## src/rtl/nn_pkg.sv

```systemverilog
// Shared types and constants for the layer scheduler and neuron engine interface.
package nn_pkg;

  localparam int NEURON_DATA_W = 8;
  localparam int CTRL_W        = 2;

  typedef enum logic [2:0] {
    ST_IDLE      = 3'b000,
    ST_LAUNCH    = 3'b001,
    ST_WAIT_ACK  = 3'b010,
    ST_WAIT_DONE = 3'b011,
    ST_CAPTURE   = 3'b100,
    ST_DONE      = 3'b101
  } state_t;

endpackage

```

## src/rtl/layer_scheduler_if.sv

```systemverilog
// Scheduler <-> shared neuron engine handshake bundle.
interface layer_scheduler_if #(
  parameter int IDX_W = 8
);
  import nn_pkg::*;

  logic [IDX_W-1:0]         neuron_sel;
  logic [CTRL_W-1:0]        neuron_ctrl_data;
  logic                     neuron_start;
  logic                     neuron_ready;
  logic [NEURON_DATA_W-1:0] neuron_out;

  modport master (
    output neuron_sel, neuron_ctrl_data, neuron_start,
    input  neuron_ready, neuron_out
  );

  modport slave (
    input  neuron_sel, neuron_ctrl_data, neuron_start,
    output neuron_ready, neuron_out
  );
endinterface

```

## src/rtl/handshake_timer.sv

```systemverilog
// Wait-cycle counter for one engine handshake edge; expired marks the last allowed cycle.
module handshake_timer #(
  parameter int TIMEOUT = 1023
) (
  input  logic clk,
  input  logic rst_n,
  input  logic clear,
  input  logic enable,
  output logic expired
);
  localparam int CW = $clog2(TIMEOUT + 1);

  logic [CW-1:0] cnt;

  always_ff @(posedge clk or negedge rst_n) begin
    if (!rst_n)      cnt <= '0;
    else if (clear)  cnt <= '0;
    else if (enable) cnt <= cnt + CW'(1);
  end

  // cnt holds the number of wait cycles already spent, so TIMEOUT-1 is the final one
  assign expired = (cnt == CW'(TIMEOUT - 1));
endmodule

```

## src/rtl/layer_scheduler.sv

```systemverilog
// Runs every neuron of a layer through one shared engine and packs the 8-bit results.
module layer_scheduler
  import nn_pkg::*;
#(
  parameter int NEURON_COUNT = 10,
  parameter int IDX_W        = 8,
  parameter int TIMEOUT      = 1023
) (
  input  logic                                  clk,
  input  logic                                  rst_n,
  input  logic                                  layer_start,
  input  logic [CTRL_W-1:0]                     ctrl_data,
  output logic                                  layer_busy,
  output logic                                  layer_done,
  output logic                                  timeout_err,
  output logic [NEURON_COUNT*NEURON_DATA_W-1:0] layer_outputs,
  layer_scheduler_if.master                     eng
);
  localparam logic [IDX_W-1:0] LAST_IDX = IDX_W'(NEURON_COUNT - 1);

  state_t                                        state, state_nxt;
  logic [IDX_W-1:0]                              idx;
  logic [CTRL_W-1:0]                             ctrl_q;
  logic [NEURON_COUNT-1:0][NEURON_DATA_W-1:0]    out_buf;
  logic                                          tmr_clr, tmr_en, tmr_exp, tmo_hit;

  handshake_timer #(.TIMEOUT(TIMEOUT)) u_timer (
    .clk     (clk),
    .rst_n   (rst_n),
    .clear   (tmr_clr),
    .enable  (tmr_en),
    .expired (tmr_exp)
  );

  always_ff @(posedge clk or negedge rst_n) begin
    if (!rst_n) state <= ST_IDLE;
    else        state <= state_nxt;
  end

  always_comb begin
    state_nxt = state;
    tmr_clr   = 1'b0;
    tmr_en    = 1'b0;
    tmo_hit   = 1'b0;
    case (state)
      ST_IDLE:   if (layer_start) state_nxt = ST_LAUNCH;
      ST_LAUNCH: begin
        tmr_clr   = 1'b1;
        state_nxt = ST_WAIT_ACK;
      end
      // ready still high here is the previous result, never a completion
      ST_WAIT_ACK: begin
        tmr_en = 1'b1;
        if (!eng.neuron_ready) begin
          tmr_clr   = 1'b1;
          state_nxt = ST_WAIT_DONE;
        end else if (tmr_exp) begin
          tmo_hit   = 1'b1;
          state_nxt = ST_DONE;
        end
      end
      ST_WAIT_DONE: begin
        tmr_en = 1'b1;
        if (eng.neuron_ready) state_nxt = ST_CAPTURE;
        else if (tmr_exp) begin
          tmo_hit   = 1'b1;
          state_nxt = ST_DONE;
        end
      end
      ST_CAPTURE: state_nxt = (idx == LAST_IDX) ? ST_DONE : ST_LAUNCH;
      ST_DONE:    state_nxt = ST_IDLE;
      default:    state_nxt = ST_IDLE;
    endcase
  end

  always_ff @(posedge clk or negedge rst_n) begin
    if (!rst_n) begin
      idx         <= '0;
      ctrl_q      <= '0;
      out_buf     <= '0;
      timeout_err <= 1'b0;
    end else begin
      if (state == ST_IDLE && layer_start) begin
        idx         <= '0;
        ctrl_q      <= ctrl_data;
        timeout_err <= 1'b0;
      end
      if (state == ST_CAPTURE) begin
        for (int k = 0; k < NEURON_COUNT; k++)
          if (idx == IDX_W'(k)) out_buf[k] <= eng.neuron_out;
        if (idx != LAST_IDX) idx <= idx + IDX_W'(1);
      end
      if (tmo_hit) timeout_err <= 1'b1;
    end
  end

  assign layer_busy           = (state != ST_IDLE);
  assign layer_done           = (state == ST_DONE);
  assign layer_outputs        = out_buf;
  assign eng.neuron_start     = (state == ST_LAUNCH);
  assign eng.neuron_sel       = idx;
  assign eng.neuron_ctrl_data = ctrl_q;
endmodule
```

## src/flat_wrapper.sv

```systemverilog
// flat-port wrapper written by rule: the top's interface ports become plain ports
module layer_scheduler_flat import nn_pkg::*;
#(
  parameter int NEURON_COUNT = 10,
  parameter int IDX_W        = 8,
  parameter int TIMEOUT      = 1023
)
  (clk, rst_n, layer_start, ctrl_data, layer_busy, layer_done, timeout_err, layer_outputs, eng_neuron_sel, eng_neuron_ctrl_data, eng_neuron_start, eng_neuron_ready, eng_neuron_out);
  layer_scheduler_if #(.IDX_W(IDX_W)) eng_i ();
  input  logic clk;
  input  logic rst_n;
  input  logic layer_start;
  input  logic [CTRL_W-1:0] ctrl_data;
  output logic layer_busy;
  output logic layer_done;
  output logic timeout_err;
  output logic [NEURON_COUNT*NEURON_DATA_W-1:0] layer_outputs;
  output wire logic [$bits(eng_i.neuron_sel)-1:0] eng_neuron_sel;
  output wire logic [$bits(eng_i.neuron_ctrl_data)-1:0] eng_neuron_ctrl_data;
  output wire logic [$bits(eng_i.neuron_start)-1:0] eng_neuron_start;
  input wire logic [$bits(eng_i.neuron_ready)-1:0] eng_neuron_ready;
  input wire logic [$bits(eng_i.neuron_out)-1:0] eng_neuron_out;
  assign eng_neuron_sel = eng_i.neuron_sel;
  assign eng_neuron_ctrl_data = eng_i.neuron_ctrl_data;
  assign eng_neuron_start = eng_i.neuron_start;
  assign eng_i.neuron_ready = eng_neuron_ready;
  assign eng_i.neuron_out = eng_neuron_out;
  layer_scheduler #(.NEURON_COUNT(NEURON_COUNT), .IDX_W(IDX_W), .TIMEOUT(TIMEOUT)) u_core (.clk(clk), .rst_n(rst_n), .layer_start(layer_start), .ctrl_data(ctrl_data), .layer_busy(layer_busy), .layer_done(layer_done), .timeout_err(timeout_err), .layer_outputs(layer_outputs), .eng(eng_i));
endmodule
```

## config.mk

```make
export PLATFORM = sky130hd
export DESIGN_NAME = layer_scheduler_flat
export DESIGN_NICKNAME = d
export VERILOG_FILES = /design/src/rtl/nn_pkg.sv /design/src/rtl/layer_scheduler_if.sv /design/src/rtl/handshake_timer.sv /design/src/rtl/layer_scheduler.sv /design/src/flat_wrapper.sv
export SDC_FILE = /design/constraint.sdc
export NUM_CORES = 1
export LEC_CHECK = 0
export ABC_AREA = 1
export BUFFER_PORTS_ARGS = -buffer_cell sky130_fd_sc_hd__buf_4
export CAP_MARGIN = 40
export CELL_PAD_IN_SITES_DETAIL_PLACEMENT = 1
export CELL_PAD_IN_SITES_GLOBAL_PLACEMENT = 2
export CORE_ASPECT_RATIO = 0.6
export CORE_MARGIN = 1
export CORE_UTILIZATION = 33
export CTS_BUF_LIST = sky130_fd_sc_hd__clkbuf_8
export DETAILED_ROUTE_END_ITERATION = 7
export PLACE_DENSITY = 0.9
export SETUP_SLACK_MARGIN = 0.3
export SLEW_MARGIN = 15
export SYNTH_ARGS = -nofsm -noshare
export SYNTH_HDL_FRONTEND = slang
export SYNTH_SLANG_ARGS = --single-unit
export TNS_END_PERCENT = 1
```

## constraint.sdc

```tcl
create_clock -name clk -period 1.8 [get_ports clk]
set_input_delay 0.36 -clock clk [delete_from_list [all_inputs] [get_ports clk]]
set_output_delay 0.36 -clock clk [all_outputs]
set_load 0.1 [all_outputs]
```

After elaboration in Yosys (flattened, before gate mapping)
Cells that the tools add are included.
{"block": "word_totals", "ff_bits": 104, "wordCells": 71, "inputBits": 14, "output_inout_bits": 94}
{"block": "classes", "add_sub_neg": 2, "muxes": 20, "n_reduce_logical": 17, "n_eq_ne": 17}
{"cell": "equality test 8 x 3 -> 1 bit, second input constant", "count": 4}
{"cell": "two-way mux 8 bit", "count": 3}
{"cell": "two-way mux 10 bit", "count": 2}
{"cell": "AND reduction 2 bit", "count": 10}
{"cell": "equality test 8 x 2 -> 1 bit, second input constant", "count": 2}
{"cell": "equality test 8 x 4 -> 1 bit, second input constant", "count": 2}
{"cell": "two-way mux 3 bit", "count": 5}
{"cell": "one-hot mux 3 bit (5 select lines)", "count": 1}
{"cell": "adder 10 x 1 -> 10 bit, second input constant", "count": 1}
{"cell": "equality test 10 bit, second input constant", "count": 1}
{"cell": "adder 8 x 1 -> 8 bit, second input constant", "count": 1}
{"cell": "equality test 8 x 1 -> 1 bit, second input constant", "count": 1}
{"cell": "zero test 8 bit", "count": 1}
{"cell": "inequality test 8 x 4 -> 1 bit, second input constant", "count": 1}
{"cell": "two-way mux 1 bit", "count": 7}
{"cell": "equality test 3 x 2 -> 1 bit, second input constant", "count": 2}
{"cell": "equality test 3 bit, second input constant", "count": 2}
{"cell": "one-hot mux 1 bit (2 select lines)", "count": 2}
{"cell": "nonzero test 2 bit", "count": 2}
{"cell": "equality test 3 x 1 -> 1 bit, second input constant", "count": 1}
{"cell": "zero test 3 bit", "count": 1}
{"cell": "nonzero test 3 bit", "count": 1}
{"cell": "inequality test 2 bit, second input constant", "count": 1}
{"cell": "OR reduction 2 bit", "count": 1}
{"cell": "logical AND 1 bit", "count": 1}

Longest topological paths before layout
Gate-level depths: netlist of the first run.
{"block": "depth", "word_depth": 5, "mapped_depth": 8, "depth_no_buf": 8}

Hierarchy
From an unflattened synthesis of the first run, not the netlist that was laid out.
{"block": "unflattened", "cells_unflattened": 481, "area_unflattened_um2": 4474.3}
{"module": "layer_scheduler", "cells_each": 407, "n_inst": 1, "area_each_um2": 3906.2, "seq_area_each_um2": 2352.3}
{"module": "handshake_timer", "cells_each": 74, "n_inst": 1, "area_each_um2": 568.0, "seq_area_each_um2": 250.2}

Worst setup path after synthesis of the first run
No wires, ideal clock.
{"block": "synth_timing", "path_kind": "register -> register", "startpoint": "reg u_core.state[1]", "endpoint": "reg u_core.u_timer.cnt[5]", "t_required_ps": 1677, "synth_period_minus_slack_ps": 3155, "path_stages_with_launch": 5, "t_arrival_ps": 3033, "slack_ps": -1355, "path_buffers": 0, "cell_sequence": "dfrtp_1 -> nor3_1 -> a21oi_4 -> nand3_1 -> nand2_1"}
{"block": "synth_via", "word_cells_on_any_way": 8, "classes_between": "eq/ne: 3; mux: 3; reduce/logical: 2"}
{"element": "from (decl)", "line_no": "layer_scheduler.sv:21", "rtl": "state_t state, state_nxt;"}
{"element": "from (signal assigned)", "line_no": "layer_scheduler.sv:37", "rtl": "else state <= state_nxt;"}
{"element": "equality test 3 x 1 -> 1 bit *"}
{"element": "via eng_neuron_start", "line_no": "flat_wrapper.sv:20", "rtl": "output wire logic [$bits(eng_i.neuron_start)-1:0] eng_neuron_start;"}
{"element": "one-hot mux 1 bit (2 select lines) *", "line_no": "layer_scheduler.sv:45", "rtl": "case (state)"}
{"element": "two-way mux 10 bit / nonzero test 2 bit (equally long branches)"}
{"element": "to (signal assigned)", "line_no": "handshake_timer.sv:18", "rtl": "else if (enable) cnt <= cnt + CW'(1);"}
{"element": "to (decl)", "line_no": "handshake_timer.sv:13", "rtl": "logic [CW-1:0] cnt;"}
Mark *: on every way through the listed nets, which the timed path passes. The rest lies on a longest branch.
A chain may end at the register's enable or synchronous reset.

Final worst setup path of the first run
{"block": "layout_timing", "startpoint": "reg u_core.state[1]", "endpoint": "out eng_neuron_start"}
{"block": "layout_via", "elab_chain_len": 1}
{"element": "equality test 3 x 1 -> 1 bit", "line_no": "layer_scheduler.sv:100", "rtl": "assign eng.neuron_start = (state == ST_LAUNCH);"}
{"element": "to (decl)", "line_no": "flat_wrapper.sv:20"}
No other way between the ends.

==> results.txt, run 1 <==
----------------------------------------------------
[Flow run]
  Max-capacitance violation count ... 0

[Critical path]
  First element of the critical path ... u_core.state[1]
  Critical register-to-register path startpoint ... u_core.state[1]
  Internal reg-to-reg setup slack ... 120 ps
  Path type of the worst setup path ... flop to output pin
  Launching element type of the critical path ... flop
  Arrival @ worst endpoint ... 1370 ps
  Required time worst endpoint ... 1440 ps
  Maximum fanout count along the critical path ... 3
  CP Capture Type ... output pin

[Routing]
  Routed vias/inst ... 4.85
  Routed via count ... 3,702
  Detailed router's first-iteration violation count ... 201
  Router iterations before antenna repair ... 6
  Drt total wl ... 13,100 µm
  Mean routed wirelength per cell ... 17.2 µm
  Post-detailed-route DRC marker count ... 8
  Remaining number of nets flagged by the antenna check after routing ... 0

[STA]
  Max-slew violation count ... 0
  Final total negative setup slack ... 0 ps
  Minimum period implied by the final worst setup slack ... 1730 ps
  Endpoints failing setup ... 0
  Transition time of the tightest slew-check pin ... 482 ps
  Count of final hold-check violations ... 0
  Min Hold Slack ... 216 ps
  Maximum clock skew at final layout ... 13.6 ps
  Fmax ... 576 MHz
  RSZ-0062 raised after global routing ... true
  Fin crit share ... 0.964
  Relative slew slack ... 0.678

[CTS]
  Number of clock sinks seen by CTS ... 104
  TritonCTS clock tree ... done
  Clock root buffer ... clkbuf_8
  Insertion delay to the later sink of the worst-skew pair ... 380 ps
  Clock buffer count from CTS ... 9
  Clock-pin slew of the registers on the worst-case setup and hold paths ... 100 ps
  Clock tree buffer depth ... 2
  H-tree level count ... 3

[Logic synthesis]
  Warning count from the yosys run ... 0
  Sequential element share of the synthesized area ... 0.578
  Distinct cell type count after synthesis ... 27
  Synthesized Nets ... 491
  Area of the mapped netlist ... 4500 µm²
  Mean instance size in the synthesized netlist ... 9.55 µm²
  Post-synthesis cell count ... 471
  FF+latch count, synth ... 104

[Outcome]
  Status ... finished, violations left
  Violations in the final reports ... design-rule violations

[Place]
  Port buffer count ... 107
  Dpl hpwl ... 9850 µm
  Cell area after placement ... 5500 µm²
  Post-placement cell count ... 742
  Placer Congestion ... 0.780

[Global route]
  First-pass GRT wire length ... 21,300 µm
  Final global-route overflow total ... 0
  Antenna violations before repair ... 0
  Number of global-route vias before repair ... 3,800
  Maximum number of pins on one net before global-route repair ... 48
  Global-route usage over all layers ... 0.198

[Finish]
  Most used cells in the layout excluding fill and tap cells ... 136 x nand2_1, 112 x buf_4, 95 x dfrtp_1
  Antenna diode count ... 0
  NumNets Final ... 608
  Final standard cell area without fillers ... 5800 µm²
  Commonest non-fill, non-tap cell in the layout ... nand2_1
  Filler Cell Count ... 1,520
  Layout cells sized above 1 ... 0.304
  Layout Area Growth over Synthesis ... 29.0%
  Cell Count, Final, Fillers Out ... 763

[Floorplan]
  Die boundary height ... 92.4 µm
  Number of rows in the core area ... 32
  Boundary Pins ... 108
  Placeable core region ... 13,100 µm²
  Starting density of the core ... 0.345
  Area of the die ... 14,100 µm²
  Die boundary width ... 153 µm

[Worst hold path]
  Critical hold path startpoint ... eng_neuron_out[5]
  Path class of the lowest-slack min-delay path ... input pin to flop

[Power and ir drop]
  Static Leakage ... 0.00294 µW
  Max rail drop VDD ... 0.00102 V
  Sum of internal, switching and leakage power ... 11,500 µW
  PwrDens ... 1990 nW/µm²

----------------------------------------------------
Yosys cell counts:
master      n  area share
dfrtp_1   104        0.58
nor2_1     16       0.013
inv_1      35       0.029
o21ai_0    42       0.047
o21ai_1    30       0.033
nand2_2     7      0.0097
buf_6      10       0.025
nand3_1    33       0.037
xor2_1      5      0.0097
nor2_4      3      0.0075
buf_4       1      0.0017
o21ai_2     8       0.016
nand2_1   137        0.11
nor2_2      3      0.0042
a21oi_1    10       0.011
nand2_4     4       0.010
ha_1        6       0.017
clkinv_1    1     0.00083
nor3_1      3      0.0033
nor2_8      2      0.0089
nor3_4      1      0.0036
nand4_1     2      0.0028
buf_2       2      0.0022
a21oi_4     1      0.0036
inv_2       2      0.0017
nand4_4     1      0.0047
mux2_2      2      0.0050
metal layers:
layer / global-route usage / share of wire / routed length, µm / vias to the layer above
li1: - / - / - / 1762
met2: 0.300 / 0.45 / 5850 / 99
met3: 0.0421 / 0.049 / 639 / 9
met4: 0.0480 / 0.0094 / 124 / 0
met5: 0 / 0 / 0 / -
met1: 0.287 / 0.50 / 6510 / 1832
area by class of cell:
cell class              instances  area, µm²  share of cell area
repair buffers                119        948               0.163
well taps                     170        213              0.0367
multi-input cells             316       1680               0.289
clock inverters                 7       77.6              0.0134
clock buffers                   9        124              0.0213
flip-flops and latches        104       2620               0.451
inverters                      38        143              0.0246
final timing paths:
| path | endpoint | cells past startpoint |
|---|---|---|
| min in group asynchronous | u_core.u_timer.cnt[7] | 2 |
| worst max-delay path | eng_neuron_start | 3 |
| worst min-delay path | u_core.layer_outputs[77] | 3 |
| worst max register to register | u_core.layer_outputs[42] | 8 |
| worst min register to register | u_core.layer_outputs[79] | 2 |
| max in group asynchronous | u_core.state[2] | 3 |
flip-flops by register name, summed over array words and instances, names as in the netlist:
name	count
u_core.layer_outputs	80
u_core.u_timer.cnt	10
u_core.eng.neuron_sel	8
u_core.state	3
u_core.eng.neuron_ctrl_data	2
u_core.timeout_err	1
per-stage QoR:
step / worst slack, ps / utilization
global route: 7.04 / 0.445
floorplan: 42.2 / -
finish: 65.2 / 0.445
global placement: 228 / 0.421
detailed placement: 181 / 0.421
CTS: 38.4 / 0.442
critical path, cell delays in order, from the launching register on:
cell and delay, ps:
dfrtp_1 410, buf_6 140, nor3_4 250, buf_12 210
cells by family after synthesis:
| group | share of synthesized area |
|---|---|
| xor+xnor | 0.00973 |
| fa+ha+maj | 0.0167 |
| simple gates | 0.219 |
| flops | 0.578 |
| compound gates | 0.110 |
| mux | 0.00501 |
| buf+inv | 0.0606 |
report_power, final:
| group | switching, µW | internal, µW | total (µW) |
|---|---|---|---|
| clock | 841 | 659 | 1500 |
| combinational | 5230 | 1340 | 6570 |
| sequential | 526 | 2930 | 3460 |
| total | 6590 | 4930 | 11500 |
what timing repair did:
| action | in CTS | in global routing |
|---|---|---|
| setup buffers | 3 | 1 |
| endpoints found under the hold margin | 26 | 0 |
| hold buffers | 1 | 0 |
| resized for setup | 9 | 6 |
| pin swaps | 1 | 1 |
| endpoints found under the setup margin | 98 | 114 |
(Power assumes the default switching activity.)
==> run 2: changes to the inputs <==
Settings changed: CORE_UTILIZATION 33 to 30, PLACE_DENSITY 0.9 to 0.86.
Clock period 1.8 ns to 1.4 ns, I/O delays scaled along.
==> results.txt, run 2 (synthesis results as in run 1) <==
----------------------------------------------------
[Finish]
  Layout Area Growth over Synthesis ... 61.1%
  Layout cells sized above 1 ... 0.369 (+0.0650)
  Filler Cell Count ... 1,593 (+4.8%)
  Most used cells in the layout excluding fill and tap cells ... 134 x nand2_1, 94 x dfrtp_1, 92 x buf_12
  Flip-flop count of the largest register after layout ... 80 (unchanged)
  Storage element area ... 2620 µm² (about the same)
  Commonest non-fill, non-tap cell in the layout ... nand2_1
  NumNets Final ... 631 (+3.8%)
  Antenna diode count ... 0 (unchanged)
  Multi-input combinational cell area ... 1780 µm² (+5.8%)
  Utilization after layout ... 0.498 (+0.0537)

[Power and ir drop]
  Register share of total power ... 0.271 (-0.029)
  Static Leakage ... 0.00359 µW (+22%)
  Max rail drop VDD ... 0.00137 V (+34%)
  Switching fraction of total power ... 0.531 (-0.0413)
  Net switching power ... 9260 µW (+40%)
  Combinational share of power ... 0.624 (+0.054)
  PwrDens ... 2410 nW/µm² (+21%)
  Portion of total power attributed to the clock network ... 0.105 (-0.025)
  Internal Power ... 8190 µW (+66%)

[Worst hold path]
  Hold-critical path depth ... 2 (-1)
  Worst hold endpoint ... u_core.eng.neuron_ctrl_data[0]
  Critical hold path startpoint ... ctrl_data[0]
  Path class of the lowest-slack min-delay path ... input pin to flop

[Flow run]
  Max-capacitance violation count ... 0 (unchanged)

[CTS]
  Clock root buffer ... clkbuf_8
  Clock buffer count from CTS ... 9 (unchanged)
  Insertion delay to the later sink of the worst-skew pair ... 370 ps (about the same)
  H-tree level count ... 3 (unchanged)
  TritonCTS clock tree ... done
  Number of clock sinks seen by CTS ... 104 (unchanged)
  Clock tree buffer depth ... 2 (unchanged)
  Clock-pin slew of the registers on the worst-case setup and hold paths ... 110 ps (about the same)

[STA]
  Setup slack after layout ... -261 ps (-326 ps)
  Relative slew slack ... 0.657 (-0.0208)
  Fin crit share ... 1.19
  Maximum clock skew at final layout ... 12.5 ps (-1.13 ps)
  RSZ-0062 raised after global routing ... true
  Minimum period implied by the final worst setup slack ... 1660 ps
  Count of final hold-check violations ... 0 (unchanged)
  Fmax ... 602 MHz
  Transition time of the tightest slew-check pin ... 513 ps (+31.1 ps)
  Max-slew violation count ... 0 (unchanged)
  Endpoints failing setup ... 87 (+87)

[Floorplan]
  Number of rows in the core area ... 34 (+6.3%)
  Boundary Pins ... 108 (unchanged)
  Starting density of the core ... 0.309 (-0.0355)
  Placeable core region ... 14,500 µm² (+11%)
  Die boundary width ... 160 µm (+4.8%)
  Die boundary height ... 96.9 µm (+4.8%)
  Area of the die ... 15,500 µm² (+9.8%)

[Routing]
  Routed vias/inst ... 4.72 (-2.7%)
  Mean routed wirelength per cell ... 18.2 µm (+5.9%)
  Drt total wl ... 14,800 µm (+13%)
  Router iterations before antenna repair ... 4 (-2)
  Remaining number of nets flagged by the antenna check after routing ... 0 (unchanged)
  Post-detailed-route DRC marker count ... 0 (-8)
  Routed via count ... 3,844 (+3.8%)
  Detailed router's first-iteration violation count ... 153 (-24%)

[Critical path]
  Launching element type of the critical path ... flop
  Required time worst endpoint ... 1120 ps (-320 ps)
  CP Capture Type ... output pin
  Capturing point of the worst reg2reg path ... u_core.layer_outputs[33]
  Number of cell instances on the worst register-to-register path ... 6 (-2)
  Internal reg-to-reg setup slack ... -160 ps (-280 ps)
  Path type of the worst setup path ... flop to output pin
  Arrival @ worst endpoint ... 1380 ps (about the same)
  Critical register-to-register path startpoint ... u_core.eng.neuron_sel[6]
  Maximum fanout count along the critical path ... 5 (+2)

[Global route]
  Final global-route overflow total ... 0 (unchanged)
  Antenna violations before repair ... 0 (unchanged)
  Number of global-route vias before repair ... 4,210 (+11%)
  Global-route usage over all layers ... 0.201 (+0.00307)
  First-pass GRT wire length ... 23,900 µm (+12%)
  Maximum number of pins on one net before global-route repair ... 72 (+50%)

[Outcome]
  Status ... finished, violations left
  Violations in the final reports ... negative setup slack

[Place]
  Port buffer count ... 107 (unchanged)
  Placer Congestion ... 0.831 (+6.6%)
  Worst slack, placed ... -159 ps (-340 ps)
  Dpl hpwl ... 10,100 µm (+2.8%)

----------------------------------------------------
==> run 2: changes by cell type in the layout (fill, tap and decap cells not counted), moves of 6 or more <==
cell,delta
inv_2,+8
buf_4,-75
buf_12,+89
inv_1,-9
buf_6,+7
o21ai_1,+6
o21ai_0,-6
==> run 2: timing repair <==
action	4_1_cts	5_1_grt
buffers inserted	1	0
hold buffers	1	0
hold endpoints to repair	104	0
resized for setup	287	40
endpoints found under the setup margin	198	198
pin swaps	5	13
==> run 2: layout make-up <==
class | instances | area share
clock buffer | 9 | 0.0171
clock inverter | 7 | 0.00828
inverter | 38 | 0.0200
tap | 198 | 0.0342
multi-input combinational | 316 | 0.245
timing repair buffer | 142 | 0.314
sequential | 104 | 0.361
==> run 2: power groups by stage <==
stage | Sequential, µW | Combinational [µW] | Clock, µW
3_3_place_gp | 4380 | 8710 | 0
6_report | 4730 | 10900 | 1830
5_1_grt | 4830 | 11300 | 1980
4_1_cts | 4670 | 10600 | 1890
3_5_place_dp | 4410 | 8880 | 0
2_1_floorplan | 8930 | 1900 | 0
==> run 2: stage by stage <==
| stage | hold slack (ps) | power [µW] | area, µm² | cells | setup TNS, ps |
|---|---|---|---|---|---|
| floorplan | -15.6 | 10800 | 4540 | 471 | -25490 |
| CTS | 132 | 17100 | 7120 | 814 | -9370 |
| global placement | 328 | 13100 | 5740 | 796 | -3720 |
| finish | 141 | 17400 | 7250 | 814 | -6300 |
| global route | 130 | 18200 | 7250 | 814 | -14700 |
| detailed placement | 333 | 13300 | 5740 | 796 | -8860 |
==> run 2: worst max-delay path, cell delays in order (launching register included) <==
cell     delay, ps
dfrtp_1        440
buf_6          150
nor3_4         210
buf_12         200
==> run 2: how the worst max path moves through the flow <==
stage | start | to | slack, ps
after floorplan | u_core.state[0] | u_core.u_timer.cnt[0] | -360
after global placement | u_core.eng.neuron_sel[0] | u_core.layer_outputs[67] | -100
after detailed placement | u_core.eng.neuron_sel[0] | u_core.layer_outputs[38] | -160
after CTS | u_core.state[1] | eng_neuron_start | -320
after global routing | u_core.state[1] | layer_busy | -320
final | u_core.state[1] | layer_done | -260
==> run 2: metal layers <==
metal / share of wire / vias to the layer above / track usage
met3: 0.041 / 15 / 0.0407
li1: - / 1800 / -
met4: 0.015 / 0 / 0.0484
met1: 0.45 / 1925 / 0.269
met2: 0.49 / 104 / 0.333
met5: 0 / - / 0
==> run 3: changes to the inputs <==
Settings changed: CORE_UTILIZATION 30 to 36, GPL_ROUTABILITY_DRIVEN from default to 0, PLACE_DENSITY 0.86 to 0.95, RECOVER_POWER from default to 50.
Clock period 1.4 ns to 2 ns, I/O delays scaled along.
==> results.txt, run 3 (synthesis results as in run 1) <==
----------------------------------------------------
[Outcome]
  Status ... completed

[Global route]
  Maximum number of pins on one net before global-route repair ... 37 (-49%)
  Antenna violations before repair ... 0 (unchanged)
  Global-route usage over all layers ... 0.209 (+0.00863)
  Final global-route overflow total ... 0 (unchanged)
  Number of global-route vias before repair ... 3,840 (-8.8%)
  First-pass GRT wire length ... 20,500 µm (-14%)

[Finish]
  Final standard cell area without fillers ... 5630 µm² (-22%)
  Commonest non-fill, non-tap cell in the layout ... nand2_1
  Flip-flop count of the largest register after layout ... 80 (unchanged)
  Filler Cell Count ... 1,449 (-9.0%)
  Most used cells in the layout excluding fill and tap cells ... 136 x nand2_1, 95 x dfrtp_1, 67 x buf_4
  NumNets Final ... 609 (-3.5%)
  Layout Area Growth over Synthesis ... 25.0%
  Layout cells sized above 1 ... 0.304 (-0.0650)
  Antenna diode count ... 0 (unchanged)

[Critical path]
  Capturing point of the worst reg2reg path ... u_core.layer_outputs[49]
  Worst setup path endpoint ... layer_busy
  Required time worst endpoint ... 1600 ps (+480 ps)
  Internal reg-to-reg setup slack ... 270 ps (+430 ps)
  Arrival @ worst endpoint ... 1380 ps (about the same)
  Number of cell instances on the worst register-to-register path ... 7 (+1)
  First element of the critical path ... u_core.state[1]
  Launching element type of the critical path ... flop
  Path type of the worst setup path ... flop to output pin
  CP Capture Type ... output pin
  Maximum fanout count along the critical path ... 4 (-1)
  Critical register-to-register path startpoint ... u_core.state[1]

[STA]
  Maximum clock skew at final layout ... 19.1 ps (+6.60 ps)
  Max-slew violation count ... 0 (unchanged)
  Relative slew slack ... 0.317 (-0.340)
  Final total negative setup slack ... 0 ps (+6300 ps)
  RSZ-0062 raised after global routing ... true
  Fmax ... 561 MHz
  Min Hold Slack ... 189 ps (+47.9 ps)
  Fin crit share ... 0.892
  Minimum period implied by the final worst setup slack ... 1780 ps
  Transition time of the tightest slew-check pin ... 1020 ps (+511 ps)
  Count of final hold-check violations ... 0 (unchanged)
  Endpoints failing setup ... 0 (-100%)

[Routing]
  Drt total wl ... 13,400 µm (-9.7%)
  Detailed router's first-iteration violation count ... 168 (+9.8%)
  Max layer used ... met4
  Routed via count ... 3,719 (-3.3%)
  Router iterations before antenna repair ... 4 (unchanged)
  Met3 Wirelength ... 635 µm (+5.3%)
  Post-detailed-route DRC marker count ... 0 (unchanged)
  Remaining number of nets flagged by the antenna check after routing ... 0 (unchanged)
  Mean routed wirelength per cell ... 17.7 µm (-3.1%)
  Routed vias/inst ... 4.91 (+3.9%)
  WL met2 ... 6240 µm (-14%)
  Metal1 wirelength ... 6370 µm (-5.0%)

[CTS]
  Clock buffer count from CTS ... 9 (unchanged)
  TritonCTS clock tree ... done
  Insertion delay to the later sink of the worst-skew pair ... 380 ps (about the same)
  Clock tree buffer depth ... 2 (unchanged)
  H-tree level count ... 3 (unchanged)
  Clock root buffer ... clkbuf_8
  Hold_buf cts ... 0 (-1)
  Number of clock sinks seen by CTS ... 104 (unchanged)
  Clock-pin slew of the registers on the worst-case setup and hold paths ... 100 ps (about the same)

[Floorplan]
  Number of rows in the core area ... 31 (-8.8%)
  Boundary Pins ... 108 (unchanged)
  Die boundary width ... 146 µm (-8.6%)
  Die boundary height ... 88.6 µm (-8.5%)
  Area of the die ... 13,000 µm² (-16%)
  Starting density of the core ... 0.372 (+0.0625)
  Placeable core region ... 12,100 µm² (-17%)

[Flow run]
  Max-capacitance violation count ... 0 (unchanged)

[Power and ir drop]
  Max rail drop VDD ... 0.000761 V (-44%)
  Static Leakage ... 0.00284 µW (-21%)
  PwrDens ... 1790 nW/µm² (-25%)

[Worst hold path]
  Path class of the lowest-slack min-delay path ... input pin to async pin

[Place]
  Dpl hpwl ... 9930 µm (-1.9%)
  Cell area after placement ... 5490 µm² (-4.4%)
  Port buffer count ... 107 (unchanged)

----------------------------------------------------
run 3: cell types whose count changed in the layout (fill, tap and decap cells not counted), moves of 4 or more:
cell,before,now
o21ai_1,36,30
nand2_2,4,8
inv_1,26,33
buf_4,37,67
buf_6,9,0
o21ai_0,36,42
inv_2,11,3
nor2_1,11,16
buf_12,92,3
nor2_2,6,1
clkbuf_2,0,46
run 3: how the worst min path moves through the flow:
stage                       startpoint                        endpoint  cells after the start
after detailed placement         rst_n        u_core.layer_outputs[62]                      1
after CTS                        rst_n           u_core.u_timer.cnt[5]                      1
after floorplan                  rst_n  u_core.eng.neuron_ctrl_data[0]                      0
after global placement           rst_n        u_core.layer_outputs[62]                      1
final                            rst_n           u_core.u_timer.cnt[5]                      1
after global routing      ctrl_data[1]  u_core.eng.neuron_ctrl_data[1]                      2
run 3: what timing repair did:
item	CTS	global route
setup buffers	3	2
pin swaps	2	1
endpoints found under the setup margin	59	59
gates resized for setup	9	6
hold endpoints to repair	0	0
run 3: area by class of cell:
class	count	area, µm²	share of cell area
multi-input cells	316	1660	0.295
clock inverters	6	52.6	0.00934
repair buffers	120	820	0.146
flip-flops and latches	104	2620	0.466
inverters	38	145	0.0258
well taps	165	206	0.0367
clock buffers	9	124	0.0220
run 3: worst max-delay path: stages (launching register included):
cell and delay, ps:
dfrtp_1 500, nor2_4 210, nand2_2 110, buf_8 190
run 3: per-stage QoR:
step           total power [µW]  setup slack [ps]  cells  utilization
2_1_floorplan              7580               242    471            -
3_3_place_gp               8770               372    738        0.454
3_5_place_dp               8920               220    738        0.454
4_1_cts                   10200               252    756        0.472
5_1_grt                   10500               136    758        0.465
6_report                  10100               216    758        0.465
run 3: where the power goes:
group | leakage (µW) | switching [µW] | total [µW] | internal (µW)
clock | 0.0000842 | 766 | 1230 | 466
combinational | 0.00173 | 4690 | 5740 | 1050
sequential | 0.00103 | 478 | 3120 | 2640
total | 0.00284 | 5930 | 10100 | 4150
run 3: routing by layer:
metal / vias to the layer above / track usage
met2: 94 / 0.338
met3: 13 / 0.0500
met5: - / 0
met4: 0 / 0.0587
li1: 1763 / -
met1: 1849 / 0.285
